===== src/rtl/battle_city_pkg.sv =====
// Shared types and screen geometry for the tank playfield objects.
package battle_city_pkg;

  typedef enum logic [1:0] {
    UP    = 2'd0,
    DOWN  = 2'd1,
    LEFT  = 2'd2,
    RIGHT = 2'd3
  } dir_t;

  typedef enum logic [1:0] {
    STOPPED = 2'd0,
    MOVING  = 2'd1,
    BLOCKED = 2'd2
  } tank_state_t;

  localparam int SCREEN_WIDTH  = 640;
  localparam int SCREEN_HEIGHT = 480;

endpackage


===== src/rtl/square_object_window.sv =====
// Combinational box test of the scan pixel against the object rectangle,
// with pixel offsets relative to the top-left corner while inside.
module square_object_window #(
  parameter int OBJECT_WIDTH_X  = 25,
  parameter int OBJECT_HEIGHT_Y = 25
) (
  input  logic [10:0] pixelX,
  input  logic [10:0] pixelY,
  input  logic [10:0] topLeftX,
  input  logic [10:0] topLeftY,
  output logic        InsideRectangle,
  output logic [10:0] offsetX,
  output logic [10:0] offsetY
);

  localparam logic [11:0] W = 12'(OBJECT_WIDTH_X);
  localparam logic [11:0] H = 12'(OBJECT_HEIGHT_Y);

  logic in_x;
  logic in_y;

  // right/bottom edges computed in 12 bits so a box near 2047 cannot wrap
  assign in_x = (pixelX >= topLeftX) && ({1'b0, pixelX} < ({1'b0, topLeftX} + W));
  assign in_y = (pixelY >= topLeftY) && ({1'b0, pixelY} < ({1'b0, topLeftY} + H));

  assign InsideRectangle = in_x && in_y;
  assign offsetX = InsideRectangle ? (pixelX - topLeftX) : 11'd0;
  assign offsetY = InsideRectangle ? (pixelY - topLeftY) : 11'd0;

endmodule


===== src/rtl/tank_square_object.sv =====
// Keyboard-driven tank: frame-synchronous STOPPED/MOVING/BLOCKED FSM with
// collision revert. Define TANK_WRAP_EN to wrap at screen edges instead of clamping.
//
// state   | meaning
// STOPPED | no key held, position frozen
// MOVING  | steps SPEED pixels per frame along the winning key
// BLOCKED | hit an obstacle, waits for a different key or release
module tank_square_object
  import battle_city_pkg::*;
#(
  parameter int OBJECT_WIDTH_X  = 25,
  parameter int OBJECT_HEIGHT_Y = 25,
  parameter int INITIAL_X       = 280,
  parameter int INITIAL_Y       = 185,
  parameter int SPEED           = 1
) (
  input  logic        clk,
  input  logic        resetN,
  input  logic [10:0] pixelX,
  input  logic [10:0] pixelY,
  input  logic        startOfFrame,
  input  logic        keyUp,
  input  logic        keyDown,
  input  logic        keyLeft,
  input  logic        keyRight,
  input  logic        collision,
  output logic [10:0] offsetX,
  output logic [10:0] offsetY,
  output logic        InsideRectangle,
  output logic [10:0] topLeftX,
  output logic [10:0] topLeftY,
  output dir_t        direction
);

  localparam logic [10:0]        INIT_X = 11'(INITIAL_X);
  localparam logic [10:0]        INIT_Y = 11'(INITIAL_Y);
  localparam logic [10:0]        MAX_X  = 11'(SCREEN_WIDTH - OBJECT_WIDTH_X);
  localparam logic [10:0]        MAX_Y  = 11'(SCREEN_HEIGHT - OBJECT_HEIGHT_Y);
  localparam logic signed [11:0] STEP   = 12'(SPEED);

  tank_state_t       state_q;
  logic [10:0]       prev_x;
  logic [10:0]       prev_y;
  logic              col_latch;
  logic              any_key;
  dir_t              win_dir;
  logic signed [11:0] dx;
  logic signed [11:0] dy;
  logic [10:0]       step_x;
  logic [10:0]       step_y;

  function automatic logic [10:0] limit_axis(input logic signed [11:0] v,
                                              input logic [10:0] lim);
    logic [10:0] r;
`ifdef TANK_WRAP_EN
    if (v < 12'sd0)                    r = lim;
    else if (v > $signed({1'b0, lim})) r = 11'd0;
    else                               r = v[10:0];
`else
    if (v < 12'sd0)                    r = 11'd0;
    else if (v > $signed({1'b0, lim})) r = lim;
    else                               r = v[10:0];
`endif
    return r;
  endfunction

  always_comb begin
    any_key = keyUp | keyDown | keyLeft | keyRight;
    if (keyUp)        win_dir = UP;
    else if (keyDown) win_dir = DOWN;
    else if (keyLeft) win_dir = LEFT;
    else              win_dir = RIGHT;
    dx = 12'sd0;
    dy = 12'sd0;
    case (win_dir)
      UP:      dy = -STEP;
      DOWN:    dy = STEP;
      LEFT:    dx = -STEP;
      default: dx = STEP;
    endcase
    step_x = limit_axis($signed({1'b0, topLeftX}) + dx, MAX_X);
    step_y = limit_axis($signed({1'b0, topLeftY}) + dy, MAX_Y);
  end

  always_ff @(posedge clk or negedge resetN) begin
    if (!resetN) begin
      state_q   <= STOPPED;
      direction <= UP;
      topLeftX  <= INIT_X;
      topLeftY  <= INIT_Y;
      prev_x    <= INIT_X;
      prev_y    <= INIT_Y;
      col_latch <= 1'b0;
    end else if (startOfFrame) begin
      // a collision landing on the frame boundary belongs to the new frame
      col_latch <= collision;
      case (state_q)
        STOPPED: begin
          if (any_key) begin
            state_q   <= MOVING;
            direction <= win_dir;
            prev_x    <= topLeftX;
            prev_y    <= topLeftY;
            topLeftX  <= step_x;
            topLeftY  <= step_y;
          end
        end
        MOVING: begin
          if (col_latch) begin
            state_q  <= BLOCKED;
            topLeftX <= prev_x;
            topLeftY <= prev_y;
          end else if (!any_key) begin
            state_q <= STOPPED;
          end else begin
            direction <= win_dir;
            prev_x    <= topLeftX;
            prev_y    <= topLeftY;
            topLeftX  <= step_x;
            topLeftY  <= step_y;
          end
        end
        BLOCKED: begin
          if (!any_key) begin
            state_q <= STOPPED;
          end else if (win_dir != direction) begin
            state_q   <= MOVING;
            direction <= win_dir;
            prev_x    <= topLeftX;
            prev_y    <= topLeftY;
            topLeftX  <= step_x;
            topLeftY  <= step_y;
          end
        end
        default: state_q <= STOPPED;
      endcase
    end else if (collision) begin
      col_latch <= 1'b1;
    end
  end

  square_object_window #(
    .OBJECT_WIDTH_X (OBJECT_WIDTH_X),
    .OBJECT_HEIGHT_Y(OBJECT_HEIGHT_Y)
  ) u_window (
    .pixelX         (pixelX),
    .pixelY         (pixelY),
    .topLeftX       (topLeftX),
    .topLeftY       (topLeftY),
    .InsideRectangle(InsideRectangle),
    .offsetX        (offsetX),
    .offsetY        (offsetY)
  );

endmodule


===== config.mk =====
export PLATFORM = sky130hd
export DESIGN_NAME = tank_square_object
export DESIGN_NICKNAME = d
export VERILOG_FILES = /design/src/rtl/battle_city_pkg.sv /design/src/rtl/square_object_window.sv /design/src/rtl/tank_square_object.sv
export SDC_FILE = /design/constraint.sdc
export NUM_CORES = 1
export LEC_CHECK = 0
export ABC_AREA = 1
export CORE_MARGIN = 2
export CORE_UTILIZATION = 55
export CTS_BUF_LIST = sky130_fd_sc_hd__clkbuf_2
export DETAILED_ROUTE_END_ITERATION = 8
export GPL_TIMING_DRIVEN = 0
export PLACE_DENSITY_LB_ADDON = 0.3
export SYNTH_ARGS = -nofsm -noshare
export SYNTH_HDL_FRONTEND = slang
export SYNTH_SLANG_ARGS = --single-unit

===== constraint.sdc =====
create_clock -name clk -period 5.8 [get_ports clk]
set_clock_uncertainty 0.1 [all_clocks]
set_input_delay 1.74 -clock clk [delete_from_list [all_inputs] [get_ports clk]]
set_output_delay 1.74 -clock clk [all_outputs]
set_load 0.03 [all_outputs]

==> results by group <==
Timing
  • Final critical-path share of the clock period: 102%
  • Setup Viol. Count Final: 21
  • Transition at the pin with the smallest max-transition slack: about 0.58 ns
  • Post-route minimum period: 5.94 ns
  • Slew Limit Fails: 0
  • Worst rel slew slack: about three fifths
  • Unrepaired setup endpoints after global routing: true
  • Highest Clock Rate: between 0.15 and 0.2 GHz
  • Worst Slack Setup Final: -0.139 ns
  • Total negative slack: -1.65 ns
  • Final-report hold violation count: 0

Worst setup path
  • CP cell instances: buf_2 > ha_1 > a21oi_1 > nor2_1 > a211oi_1 > o21ai_1 > nand3_1 > a21boi_0 > o32ai_1 > o21ai_2 > nor2_4 > buf_6 > o21ai_2 > nor2_1 > buf_4
  • Category of the worst setup path capture point: output port
  • Startpoint of the worst-slack reg-to-reg timing path: topLeftX[1]$_DFFE_PN0P_
  • CP Class: input pin to output port
  • End of the worst register-to-register path: topLeftX[4]$_DFFE_PN1P_
  • Buffers & Inverters on Critical Path: 3
  • Arrival time of the worst setup path: 4.10 ns
  • Worst reg-to-reg setup slack: approximately 2.8 ns
  • Worst Path Required: between 3 and 4 ns
  • CP max FO: 6
  • Crit path largest cell delay: around 0.36 ns
  • CP max stage cell: a211oi_1
  • Worst Setup Start Kind: input pin
  • R2R depth: 20
  • Cell family contributing the most delay on the critical path: compound AO/OA/AOI/OAI gates

Synth
  • Number of enable flip-flop cells after synthesis: 0
  • Synth top cells by count: nand2_1 (272), inv_1 (129), nor2_1 (103)
  • Sequential share of the synthesized area: 21.5%
  • Post-Synthesis Mean Instance Area: ~6.3 um2
  • Biggest area contributors in the synthesized netlist: nand2_1 (18%), dfrtp_1 (14%), ha_1 (12%)
  • Most common flop cell mapped by yosys: dfrtp_1
  • Most frequently used cell type in the post-synthesis netlist: nand2_1
  • Syn Nets: a little over 1000
  • Number of synthesis warnings: 0
  • Post-synth cell types: 45
  • Synthesized area: around 5800 um2
  • Synth top area share: about 18%
  • Cell taking the most area after synthesis: nand2_1
  • FF+latch count, synth: 49
  • Fraction of registers with async set or reset after synthesis: 100%
  • Number of instances in the synthesized netlist: about 900

Final layout
  • Post-route core utilization: between 70% and 80%
  • Number of antenna repair diodes: 0
  • Final Non-Filler Cells: 1207
  • Area Overhead vs Synth: 31.5%
  • Share of layout cells above drive strength 1: a little over a fifth
  • Sequential cell area: approximately 1200 um2
  • Filler instances: 794
  • Net count of the finished layout: about 1200
  • Footprint of the multi-input gates: approximately 4300 um2

Power and ir drop
  • Switching Share: a little over half
  • Switching power summed over all nets: approximately 0.0024 W
  • Max VDD drop: 0.000358 V
  • Share of power burned in the clock network: about 4.5%
  • PD cells: roughly 570 nW/um2
  • Relative contribution of sequential cells to total power: 16.4%
  • Combinational power share: between 70% and 80%
  • Lkg Pwr: 3.94 nW
  • Internal: 0.00196 W

Global route
  • Number of antenna violations at the first check in global routing: 0
  • Total global routing track utilization: 32.5%
  • GRT overflow: 0
  • Wire length of the first global-routing pass: between 30000 and 40000 um
  • Vias in the first global route: between 6000 and 7000
  • Maximum number of pins on one net before global-route repair: 39

CTS
  • Maximum buffer depth of the clock tree: 2
  • Skew-Pair Late Insertion Delay: between 0.4 and 0.5 ns
  • Clock-pin slew of the registers on the worst-case setup and hold paths: between 0.2 and 0.25 ns
  • Number of buffers inserted by hold repair at cts: 0
  • H-Tree Depth: 2
  • Clk root buf: clkbuf_2
  • CTS buffer count: 5
  • Sinks on the clock net: roughly 50
  • CTS tree: done

Placement
  • # port buffers: 75
  • DPL Wire Length: 12600 um
  • Dpl cells: between 1000 and 1500
  • Routability congestion estimate from global placement: roughly 0.96

Min path
  • Min-Delay Endpoint: prev_x[8]$_DFFE_PN1P_
  • Classification of the worst-slack hold path: register to register
  • Worst Hold Path Cells: 2
  • Start point of the worst hold path: prev_x[8]$_DFFE_PN1P_

Route
  • DRT iter0 DRCs: between 500 and 600
  • Via density per instance: 5.77
  • Number of detailed-routing iterations run before antenna repair: 5
  • Antenna-violating nets left: 0
  • Final wirelength: about 20000 um
  • Via Count: 6962
  • Number of design rule violations left after detail routing: 0
  • Wire per inst: about 16 um

Die
  • Die width: 107 um
  • Number of top-level pins: a little under 80
  • Total Die Area: approximately 11000 um2
  • Effective utilization at floorplan: a little under three fifths
  • Total number of placement rows: 37
  • Core ar.: roughly 10000 um2
  • Vertical die dimension: between 100 and 150 um

Run status
  • Violated checks: negative setup slack
  • Outcome: complete, but fails checks

Run
  • Max-cap violations: 0
==> worst register-to-register path, cell delays in order, from the launching register on <==
cell	delay, ns
dfrtp_2	0.55
inv_1	0.31
nand2_1	0.10
nand2_1	0.09
inv_1	0.05
ha_1	0.16
inv_1	0.05
nand2_1	0.09
nand4_1	0.11
nand2_1	0.10
nand3_1	0.13
nand2_1	0.13
nand2_1	0.15
nand3_1	0.12
nand3_2	0.13
nand2_2	0.10
nor2_4	0.12
nand2_1	0.08
o21ai_1	0.12
nor2_1	0.06
nor2_1	0.11
==> cells in the final DEF (no fill, tap or decap), types with 8 or more instances in the layout <==
| cell | instances |
|---|---|
| buf_2 | 14 |
| a21oi_1 | 13 |
| clkdlybuf4s50_1 | 35 |
| dfrtp_1 | 31 |
| dfstp_2 | 16 |
| buf_6 | 17 |
| ha_1 | 39 |
| ha_4 | 16 |
| o21ai_2 | 11 |
| nand2_1 | 263 |
| nor2_2 | 13 |
| inv_1 | 120 |
| nand3_1 | 62 |
| inv_2 | 10 |
| o21ai_1 | 10 |
| o21ai_0 | 49 |
| clkbuf_1 | 17 |
| xnor2_1 | 8 |
| xor2_1 | 27 |
| nor2_1 | 89 |
| nand4_1 | 15 |
| nand2_2 | 16 |
| buf_4 | 72 |
==> metal layers <==
metal / track usage (%) / share of wire (%)
met1: 40.1 / 40
met2: 56.9 / 49
met3: 4.07 / 6.5
met4: 14.5 / 4.5
met5: 0 / 0
==> through the flow <==
stage	power, W	worst slack (ns)	hold WS, ns	cell area (um2)
after floorplan	0.00257	-0.0798	0.353	5800
after global placement	0.00325	-1.19	0.370	6720
after detailed placement	0.00329	-1.35	0.381	6740
after CTS	0.00388	0.00205	0.413	7320
after global routing	0.00465	-0.252	0.430	7620
final	0.00431	-0.139	0.410	7620
==> state kept, by name, indices dropped and copies added (netlist names) <==
| signal | count |
|---|---|
| state_q | 2 |
| prev_x | 11 |
| direction | 2 |
| topLeftX | 11 |
| prev_y | 11 |
| col_latch | 1 |
| topLeftY | 11 |
==> cell families (layout without fill, tap and decap cells) <==
| family | after synthesis | count (layout) | synth area share [%] |
|---|---|---|---|
| compound gates | 139 | 139 | 14.4 |
| flops | 49 | 49 | 21.5 |
| simple gates | 477 | 477 | 34.4 |
| buf+inv | 165 | 312 | 11.2 |
| fa+ha+maj | 57 | 57 | 12.6 |
| xor+xnor | 37 | 37 | 5.85 |
==> repair_timing <==
action,CTS,global route
resized for setup,224,83
buffers inserted,46,18
setup endpoints to repair,23,23
pin swaps,49,57
cloned,1,0
==> power by group through the flow <==
| stage | Clock, W | Sequential [W] | Combinational (W) |
|---|---|---|---|
| 2_1_floorplan | 0 | 0.000786 | 0.00178 |
| 3_3_place_gp | 0 | 0.000702 | 0.00254 |
| 3_5_place_dp | 0 | 0.000701 | 0.00259 |
| 4_1_cts | 0.000194 | 0.000698 | 0.00299 |
| 5_1_grt | 0.000209 | 0.000718 | 0.00372 |
| 6_report | 0.000195 | 0.000705 | 0.00341 |
==> worst max path at each step <==
stage,startpoint,end,slack (ns),cells after the start
2_1_floorplan,pixelY[2],offsetX[0],-0.08,18
3_3_place_gp,pixelY[1],offsetX[5],-1.19,20
3_5_place_dp,pixelY[1],offsetX[0],-1.35,20
4_1_cts,pixelY[0],offsetY[10],0.002,18
5_1_grt,topLeftY[4]$_DFFE_PN1P_,offsetY[4],-0.25,19
6_report,pixelY[5],offsetY[4],-0.14,15
==> cell type report <==
type / count / share of cell area (%)
Tap cell: 136 / 2.23
Buffer: 26 / 1.74
Timing Repair Buffer: 140 / 15.7
Sequential cell: 49 / 16.4
Multi-Input combinational cell: 710 / 56.2
Clock buffer: 5 / 0.328
Inverter: 138 / 6.91
Clock inverter: 3 / 0.575
No activity file was read; power rests on OpenSTA's default activity.
